[config.mk]
export PLATFORM = sky130hd
export DESIGN_NAME = load_store_unit_flat
export DESIGN_NICKNAME = d
export VERILOG_FILES = /design/src/rtl/load_store_unit_if.sv /design/src/rtl/load_store_unit.sv /design/src/flat_wrapper.sv
export SDC_FILE = /design/constraint.sdc
export NUM_CORES = 1
export LEC_CHECK = 0
export CAP_MARGIN = 20
export CORE_ASPECT_RATIO = 0.8
export CORE_MARGIN = 2
export CORE_UTILIZATION = 43
export CTS_CLUSTER_DIAMETER = 200
export DETAILED_ROUTE_END_ITERATION = 7
export PLACE_DENSITY_LB_ADDON = 0.08
export SLEW_MARGIN = 20
export SYNTH_ARGS = -nofsm -noshare
export SYNTH_HDL_FRONTEND = slang
export SYNTH_SLANG_ARGS = --single-unit
export TNS_END_PERCENT = 30
[constraint.sdc]
create_clock -name clk -period 4.2 [get_ports clk]
set_input_delay 0.42 -clock clk [delete_from_list [all_inputs] [get_ports clk]]
set_output_delay 0.42 -clock clk [all_outputs]
set_load 0.02 [all_outputs]
[src/rtl/load_store_unit_if.sv]
// Pipeline memory-stage request/response and external data-memory port bundle
// shared between the pipeline, load_store_unit and the data memory.
interface load_store_unit_if;
    logic        req_valid;
    logic        req_we;
    logic [1:0]  req_size;
    logic        req_signed;
    logic [31:0] req_addr;
    logic [31:0] req_wdata;
    logic        stall;
    logic        done;
    logic        err;
    logic [31:0] rdata;
    logic        mem_req;
    logic        mem_we;
    logic [31:0] mem_addr;
    logic [3:0]  mem_be;
    logic [31:0] mem_wdata;
    logic        mem_ready;
    logic [31:0] mem_rdata;

    modport slave (
        input  req_valid, req_we, req_size, req_signed, req_addr, req_wdata,
        input  mem_ready, mem_rdata,
        output stall, done, err, rdata,
        output mem_req, mem_we, mem_addr, mem_be, mem_wdata
    );

    modport master (
        output req_valid, req_we, req_size, req_signed, req_addr, req_wdata,
        output mem_ready, mem_rdata,
        input  stall, done, err, rdata,
        input  mem_req, mem_we, mem_addr, mem_be, mem_wdata
    );
endinterface

[src/rtl/load_store_unit.sv]
// Load/store unit: turns one memory-stage load or store into a single
// external memory transaction, with misalignment and timeout aborts.
module load_store_unit #(
    parameter int unsigned TIMEOUT_CYCLES = 255
) (
    input  logic             clk,
    input  logic             rst,
    load_store_unit_if.slave bus
);
    typedef enum logic [1:0] {
        ST_IDLE   = 2'd0,
        ST_ACCESS = 2'd1,
        ST_DONE   = 2'd2
    } state_t;

    localparam logic [7:0] LAST_CNT = 8'(TIMEOUT_CYCLES - 1);

    function automatic logic [3:0] calc_be(input logic [1:0] size, input logic [1:0] addr_lo);
        logic [3:0] be;
        case (size)
            2'b00:   be = 4'b0001 << addr_lo;
            2'b01:   be = 4'b0011 << {addr_lo[1], 1'b0};
            default: be = 4'b1111;
        endcase
        return be;
    endfunction

    function automatic logic [31:0] calc_wdata(input logic [1:0] size, input logic [31:0] wdata);
        logic [31:0] w;
        case (size)
            2'b00:   w = {4{wdata[7:0]}};
            2'b01:   w = {2{wdata[15:0]}};
            default: w = wdata;
        endcase
        return w;
    endfunction

    function automatic logic [31:0] extract_load(input logic [31:0] word, input logic [1:0] size,
                                                 input logic sgn, input logic [1:0] addr_lo);
        logic [7:0]  b;
        logic [15:0] h;
        logic [31:0] r;
        b = word[{addr_lo, 3'b000} +: 8];
        h = word[{addr_lo[1], 4'b0000} +: 16];
        case (size)
            2'b00:   r = {{24{sgn & b[7]}}, b};
            2'b01:   r = {{16{sgn & h[15]}}, h};
            default: r = word;
        endcase
        return r;
    endfunction

    state_t      state_r;
    state_t      state_nxt_s;
    logic [7:0]  cnt_r;
    logic        misalign_s;
    logic        timeout_s;
    logic        stall_s;
    logic        mem_req_r;
    logic        mem_we_r;
    logic [31:0] mem_addr_r;
    logic [3:0]  mem_be_r;
    logic [31:0] mem_wdata_r;
    logic [1:0]  size_r;
    logic        signed_r;
    logic [1:0]  addr_lo_r;
    logic        err_r;
    logic [31:0] rdata_r;

    // Next-state decode, alignment check, timeout detect and pipeline stall
    always_comb begin
        state_nxt_s = state_r;
        misalign_s  = 1'b0;
        case (bus.req_size)
            2'b00:   misalign_s = 1'b0;
            2'b01:   misalign_s = bus.req_addr[0];
            default: misalign_s = (bus.req_addr[1:0] != 2'b00);
        endcase
        // completion on the limit cycle wins over the timeout
        timeout_s = (state_r == ST_ACCESS) && !bus.mem_ready && (cnt_r == LAST_CNT);
        stall_s   = !rst && (((state_r == ST_IDLE) && bus.req_valid) || (state_r == ST_ACCESS));
        case (state_r)
            ST_IDLE: begin
                if (bus.req_valid) begin
                    if (misalign_s) begin
                        state_nxt_s = ST_DONE;
                    end else begin
                        state_nxt_s = ST_ACCESS;
                    end
                end else begin
                    state_nxt_s = ST_IDLE;
                end
            end
            ST_ACCESS: begin
                if (bus.mem_ready || timeout_s) begin
                    state_nxt_s = ST_DONE;
                end else begin
                    state_nxt_s = ST_ACCESS;
                end
            end
            ST_DONE: state_nxt_s = ST_IDLE;
            default: state_nxt_s = ST_IDLE;
        endcase
    end

    // State register
    always_ff @(posedge clk or posedge rst) begin
        if (rst) begin
            state_r <= ST_IDLE;
        end else begin
            state_r <= state_nxt_s;
        end
    end

    // Cycles spent in ACCESS without mem_ready
    always_ff @(posedge clk or posedge rst) begin
        if (rst) begin
            cnt_r <= 8'd0;
        end else if (state_r == ST_ACCESS) begin
            if (!bus.mem_ready) begin
                cnt_r <= cnt_r + 8'd1;
            end else begin
                cnt_r <= cnt_r;
            end
        end else begin
            cnt_r <= 8'd0;
        end
    end

    // Memory request fields, frozen for the whole ACCESS phase
    always_ff @(posedge clk or posedge rst) begin
        if (rst) begin
            mem_req_r   <= 1'b0;
            mem_we_r    <= 1'b0;
            mem_addr_r  <= 32'd0;
            mem_be_r    <= 4'd0;
            mem_wdata_r <= 32'd0;
            size_r      <= 2'd0;
            signed_r    <= 1'b0;
            addr_lo_r   <= 2'd0;
        end else if ((state_r == ST_IDLE) && (state_nxt_s == ST_ACCESS)) begin
            mem_req_r   <= 1'b1;
            mem_we_r    <= bus.req_we;
            mem_addr_r  <= {bus.req_addr[31:2], 2'b00};
            mem_be_r    <= calc_be(bus.req_size, bus.req_addr[1:0]);
            mem_wdata_r <= calc_wdata(bus.req_size, bus.req_wdata);
            size_r      <= bus.req_size;
            signed_r    <= bus.req_signed;
            addr_lo_r   <= bus.req_addr[1:0];
        end else if ((state_r == ST_ACCESS) && (state_nxt_s == ST_DONE)) begin
            mem_req_r <= 1'b0;
            mem_we_r  <= 1'b0;
        end else begin
            mem_req_r <= mem_req_r;
            mem_we_r  <= mem_we_r;
        end
    end

    // Response data and error flag, live only during the DONE cycle
    always_ff @(posedge clk or posedge rst) begin
        if (rst) begin
            err_r   <= 1'b0;
            rdata_r <= 32'd0;
        end else begin
            case (state_r)
                ST_IDLE: begin
                    err_r   <= bus.req_valid && misalign_s;
                    rdata_r <= 32'd0;
                end
                ST_ACCESS: begin
                    if (bus.mem_ready) begin
                        err_r <= 1'b0;
                        if (mem_we_r) begin
                            rdata_r <= 32'd0;
                        end else begin
                            rdata_r <= extract_load(bus.mem_rdata, size_r, signed_r, addr_lo_r);
                        end
                    end else begin
                        err_r   <= timeout_s;
                        rdata_r <= 32'd0;
                    end
                end
                default: begin
                    err_r   <= 1'b0;
                    rdata_r <= 32'd0;
                end
            endcase
        end
    end

    assign bus.stall     = stall_s;
    assign bus.done      = (state_r == ST_DONE);
    assign bus.err       = err_r;
    assign bus.rdata     = rdata_r;
    assign bus.mem_req   = mem_req_r;
    assign bus.mem_we    = mem_we_r;
    assign bus.mem_addr  = mem_addr_r;
    assign bus.mem_be    = mem_be_r;
    assign bus.mem_wdata = mem_wdata_r;
endmodule
[src/flat_wrapper.sv]
// flat-port wrapper written by rule: the top's interface ports become plain ports
module load_store_unit_flat 
#(
    parameter int unsigned TIMEOUT_CYCLES = 255
)
  (clk, rst, bus_req_valid, bus_req_we, bus_req_size, bus_req_signed, bus_req_addr, bus_req_wdata, bus_mem_ready, bus_mem_rdata, bus_stall, bus_done, bus_err, bus_rdata, bus_mem_req, bus_mem_we, bus_mem_addr, bus_mem_be, bus_mem_wdata);
  load_store_unit_if bus_i ();
  input  logic clk;
  input  logic rst;
  input wire logic [$bits(bus_i.req_valid)-1:0] bus_req_valid;
  input wire logic [$bits(bus_i.req_we)-1:0] bus_req_we;
  input wire logic [$bits(bus_i.req_size)-1:0] bus_req_size;
  input wire logic [$bits(bus_i.req_signed)-1:0] bus_req_signed;
  input wire logic [$bits(bus_i.req_addr)-1:0] bus_req_addr;
  input wire logic [$bits(bus_i.req_wdata)-1:0] bus_req_wdata;
  input wire logic [$bits(bus_i.mem_ready)-1:0] bus_mem_ready;
  input wire logic [$bits(bus_i.mem_rdata)-1:0] bus_mem_rdata;
  output wire logic [$bits(bus_i.stall)-1:0] bus_stall;
  output wire logic [$bits(bus_i.done)-1:0] bus_done;
  output wire logic [$bits(bus_i.err)-1:0] bus_err;
  output wire logic [$bits(bus_i.rdata)-1:0] bus_rdata;
  output wire logic [$bits(bus_i.mem_req)-1:0] bus_mem_req;
  output wire logic [$bits(bus_i.mem_we)-1:0] bus_mem_we;
  output wire logic [$bits(bus_i.mem_addr)-1:0] bus_mem_addr;
  output wire logic [$bits(bus_i.mem_be)-1:0] bus_mem_be;
  output wire logic [$bits(bus_i.mem_wdata)-1:0] bus_mem_wdata;
  assign bus_i.req_valid = bus_req_valid;
  assign bus_i.req_we = bus_req_we;
  assign bus_i.req_size = bus_req_size;
  assign bus_i.req_signed = bus_req_signed;
  assign bus_i.req_addr = bus_req_addr;
  assign bus_i.req_wdata = bus_req_wdata;
  assign bus_i.mem_ready = bus_mem_ready;
  assign bus_i.mem_rdata = bus_mem_rdata;
  assign bus_stall = bus_i.stall;
  assign bus_done = bus_i.done;
  assign bus_err = bus_i.err;
  assign bus_rdata = bus_i.rdata;
  assign bus_mem_req = bus_i.mem_req;
  assign bus_mem_we = bus_i.mem_we;
  assign bus_mem_addr = bus_i.mem_addr;
  assign bus_mem_be = bus_i.mem_be;
  assign bus_mem_wdata = bus_i.mem_wdata;
  load_store_unit #(.TIMEOUT_CYCLES(TIMEOUT_CYCLES)) u_core (.clk(clk), .rst(rst), .bus(bus_i));
endmodule
==> flow_metrics.py <==
metrics = {
    "critical_path": {
        "worstPathMaxFanout": 8,
        "crit_required_ns": 3.78,
        "critPathArrivalTime_ns": 2.21,
        "crit_path_start_kind": "input port",
        "crit_type": "in2out",
        "endpoint_kind": "output pin",
    },
    "floorplanning": {
        "row_count": 35,
        "initial_core_util_pct": 44.2,
        "die_w_um": 126,
        "io_pins": 209,
        "coreArea_um2": 11600,
        "die-area_um2": 12800,
        "chipHeight_um": 101,
    },
    "routing": {
        "met1Wirelength_um": 6130,
        "via_count": 4439,
        "avgRoutedWirePerCell_um": 16.1,
        "postRouteAntennaNets": 0,
        "wl_um": 14300,
        "met3_length_um": 1250,
        "firstDrtPassIters": 4,
        "drt-initial-drc-count": 291,
        "drc_errors": 0,
        "met2_wirelength_um": 6740,
        "routed.top_layer": "met4",
        "vias_per_cell": 5.03,
    },
    "power": {
        "p_leak_uw": 0.00377,
        "peakVddDrop_v": 0.000323,
        "pwr_density_cell_nw_per_um2": 613,
        "power_uw": 4870,
    },
    "sta": {
        "skew_ns": 0.00978,
        "rsz0062_at_grt": "false",
        "fin_hold_ws_ns": 0.473,
        "slew-limit-headroom_pct": 39.2,
        "slew_viol_final": 0,
        "setup_viol": 0,
        "period_needed_ns": 2.63,
        "worstMarginPinSlew_ns": 0.911,
        "hold_viol_final": 0,
        "finalSetupTns_ns": 0,
        "max_clock_freq_mhz": 380,
        "fin_crit_sh_pct": 62.6,
    },
    "clocking": {
        "cts_resized": 0,
        "cts-root-buf": "clkbuf_16",
        "clk_latency_ns": 0.41,
        "post_cts_buffers": 0,
        "cts_made_buffers": 17,
        "cts_htree_levels": 4,
        "clk_pin_slew_ns": 0.05,
        "clkSinkCount": 116,
        "cts-hold-fix-buffers": 0,
        "cts_tree": "yes",
        "max-clock-path-buffers": 2,
    },
    "yosys": {
        "synth_top_flop_cell": "dfrtp_1",
        "synth_area_um2": 5110,
        "avgSynthCellArea_um2": 9.73,
        "synth-edff-count": 0,
        "netlist_instances": 525,
        "synthArstFlopShare_pct": 100,
        "synth_cell_type_count": 49,
        "yosysTopAreaCellShare_pct": 56.8,
        "yosysSeqAreaShare_pct": 56.8,
        "yosysWarnings": 0,
        "ys_ff_latch": 116,
        "synth_area_leader_cell": "dfrtp_1",
        "synth.area.top_cells": "dfrtp_1 (57%), nand2_1 (13%), mux2i_1 (4.9%)",
    },
    "placed_design": {
        "gp_routability_congestion": 0.801,
        "port_buffers": 206,
        "placed_cells": 850,
        "dpl_cell_area_um2": 7240,
        "dp_hpwl_um": 9980,
    },
    "global_route": {
        "grt_pass1_vias": 4596,
        "grt_max_degree": 82,
        "antenna_found_initial": 0,
        "grt_pass1_wl_um": 23100,
        "track_usage_pct": 23.1,
        "gr-total-overflow": 0,
    },
    "final_layout": {
        "area.growth.synth_to_final_pct": 55.3,
        "layout-drive-gt1-share_pct": 6.80,
        "stdcell_area_um2": 7930,
        "final_cell_mix": "clkdlybuf4s50_1 (206), nand2_1 (171), dfrtp_1 (116), o21ai_0 (36), nor2_1 (27)",
        "final_cells": 883,
        "mostFrequentLayoutCell": "clkdlybuf4s50_1",
        "final_nets": 828,
        "diodes": 0,
    },
    "worst_hold_path": {
        "hold_path.class": "reg2reg",
    },
    "run": {
        "maxCapViolCount": 0,
    },
    "run_status": {
        "status": "finished clean",
    },
}
[per-layer routing]
metal,track usage (%),vias to the layer above
met4,6.68,0
li1,-,2144
met5,0,-
met1,30.1,2125
met2,36.1,158
met3,9.40,12
[final timing paths]
| path | start | end | slack, ns | cells past startpoint |
|---|---|---|---|---|
| min | u_core.bus.mem_wdata[6]$_DFFE_PP0P_ | u_core.bus.mem_wdata[6]$_DFFE_PP0P_ | 0.47 | 2 |
| min reg2reg | u_core.bus.mem_wdata[6]$_DFFE_PP0P_ | u_core.bus.mem_wdata[6]$_DFFE_PP0P_ | 0.47 | 2 |
| max reg2reg | u_core.state_r[0]$_DFF_PP0_ | u_core.bus.mem_we$_DFFE_PP0P_ | 1.98 | 3 |
| max in group asynchronous | rst | u_core.signed_r$_DFFE_PP0P_ | 2.97 | 3 |
| min in group asynchronous | rst | u_core.cnt_r[3]$_DFFE_PP0P_ | 0.57 | 2 |
| max | bus_req_valid | bus_stall | 1.57 | 4 |
[power breakdown]
part	leakage, uW	switching [uW]	internal, uW	total (uW)
registers	0.00150	221	1410	1630
logic	0.00195	850	766	1620
clock network	0.000322	519	1100	1620
[cells by family (layout without fill, tap and decap cells)]
logic type	Yosys count	in the layout	synth area share, %
buffers and inverters	48	257	4.41
other	1	2	0.0734
and+or+nand+nor	226	226	18.4
adders and majority gates	2	2	0.490
xor gates and xnor gates	6	6	1.03
muxes	29	29	5.90
DFF	116	116	56.8
AOI/OAI and AO/OA	97	97	12.9
[area by class of cell]
class,count,area [um^2]
sequential,116,2900
clock inverter,12,201
multi-input combinational,362,2000
fill,931,3630
inverter,13,53.8
tap,148,185
timing repair buffer,212,2130
clock buffer,20,467
[flip-flops by register name, indices dropped and copies added, names as in the netlist, 2 cells and up]
| register | flops |
|---|---|
| u_core.bus.mem_wdata | 32 |
| u_core.bus.rdata | 32 |
| u_core.bus.mem_addr | 30 |
| u_core.cnt_r | 8 |
| u_core.bus.mem_be | 4 |
| u_core.addr_lo_r | 2 |
| u_core.size_r | 2 |
| u_core.state_r | 2 |
[Yosys cell counts, types with 2 or more instances]
cell type and number:
o21ai_0 36, nand2_1 171, nor2_1 28, nand3_1 3, buf_6 2, inv_1 13, xor2_1 2, nor2b_1 5
buf_4 5, o31ai_1 4, ha_1 2, mux2i_1 25, clkbuf_1 19, a222oi_1 7, a21o_1 17, a21oi_1 13
a221oi_1 9, dfrtp_1 116, nand2b_1 3, mux2_2 2, nor3_1 2, xnor2_1 4, a221o_1 2, buf_2 9
or3_1 2
[worst max-delay path, stage by stage]
cell and delay, ns:
clkdlybuf4s50_1 0.47, or3b_1 0.52, a21oi_1 0.18, clkdlybuf4s50_1 0.62
[metrics by stage]
| stage | utilization (%) | setup WS (ns) |
|---|---|---|
| floorplan | - | 0.708 |
| global placement | 62.7 | 1.30 |
| detailed placement | 62.7 | 1.22 |
| CTS | 68.4 | 1.58 |
| global route | 68.6 | 1.50 |
| finish | 68.6 | 1.57 |
No activity file was read; power rests on OpenSTA's default activity.
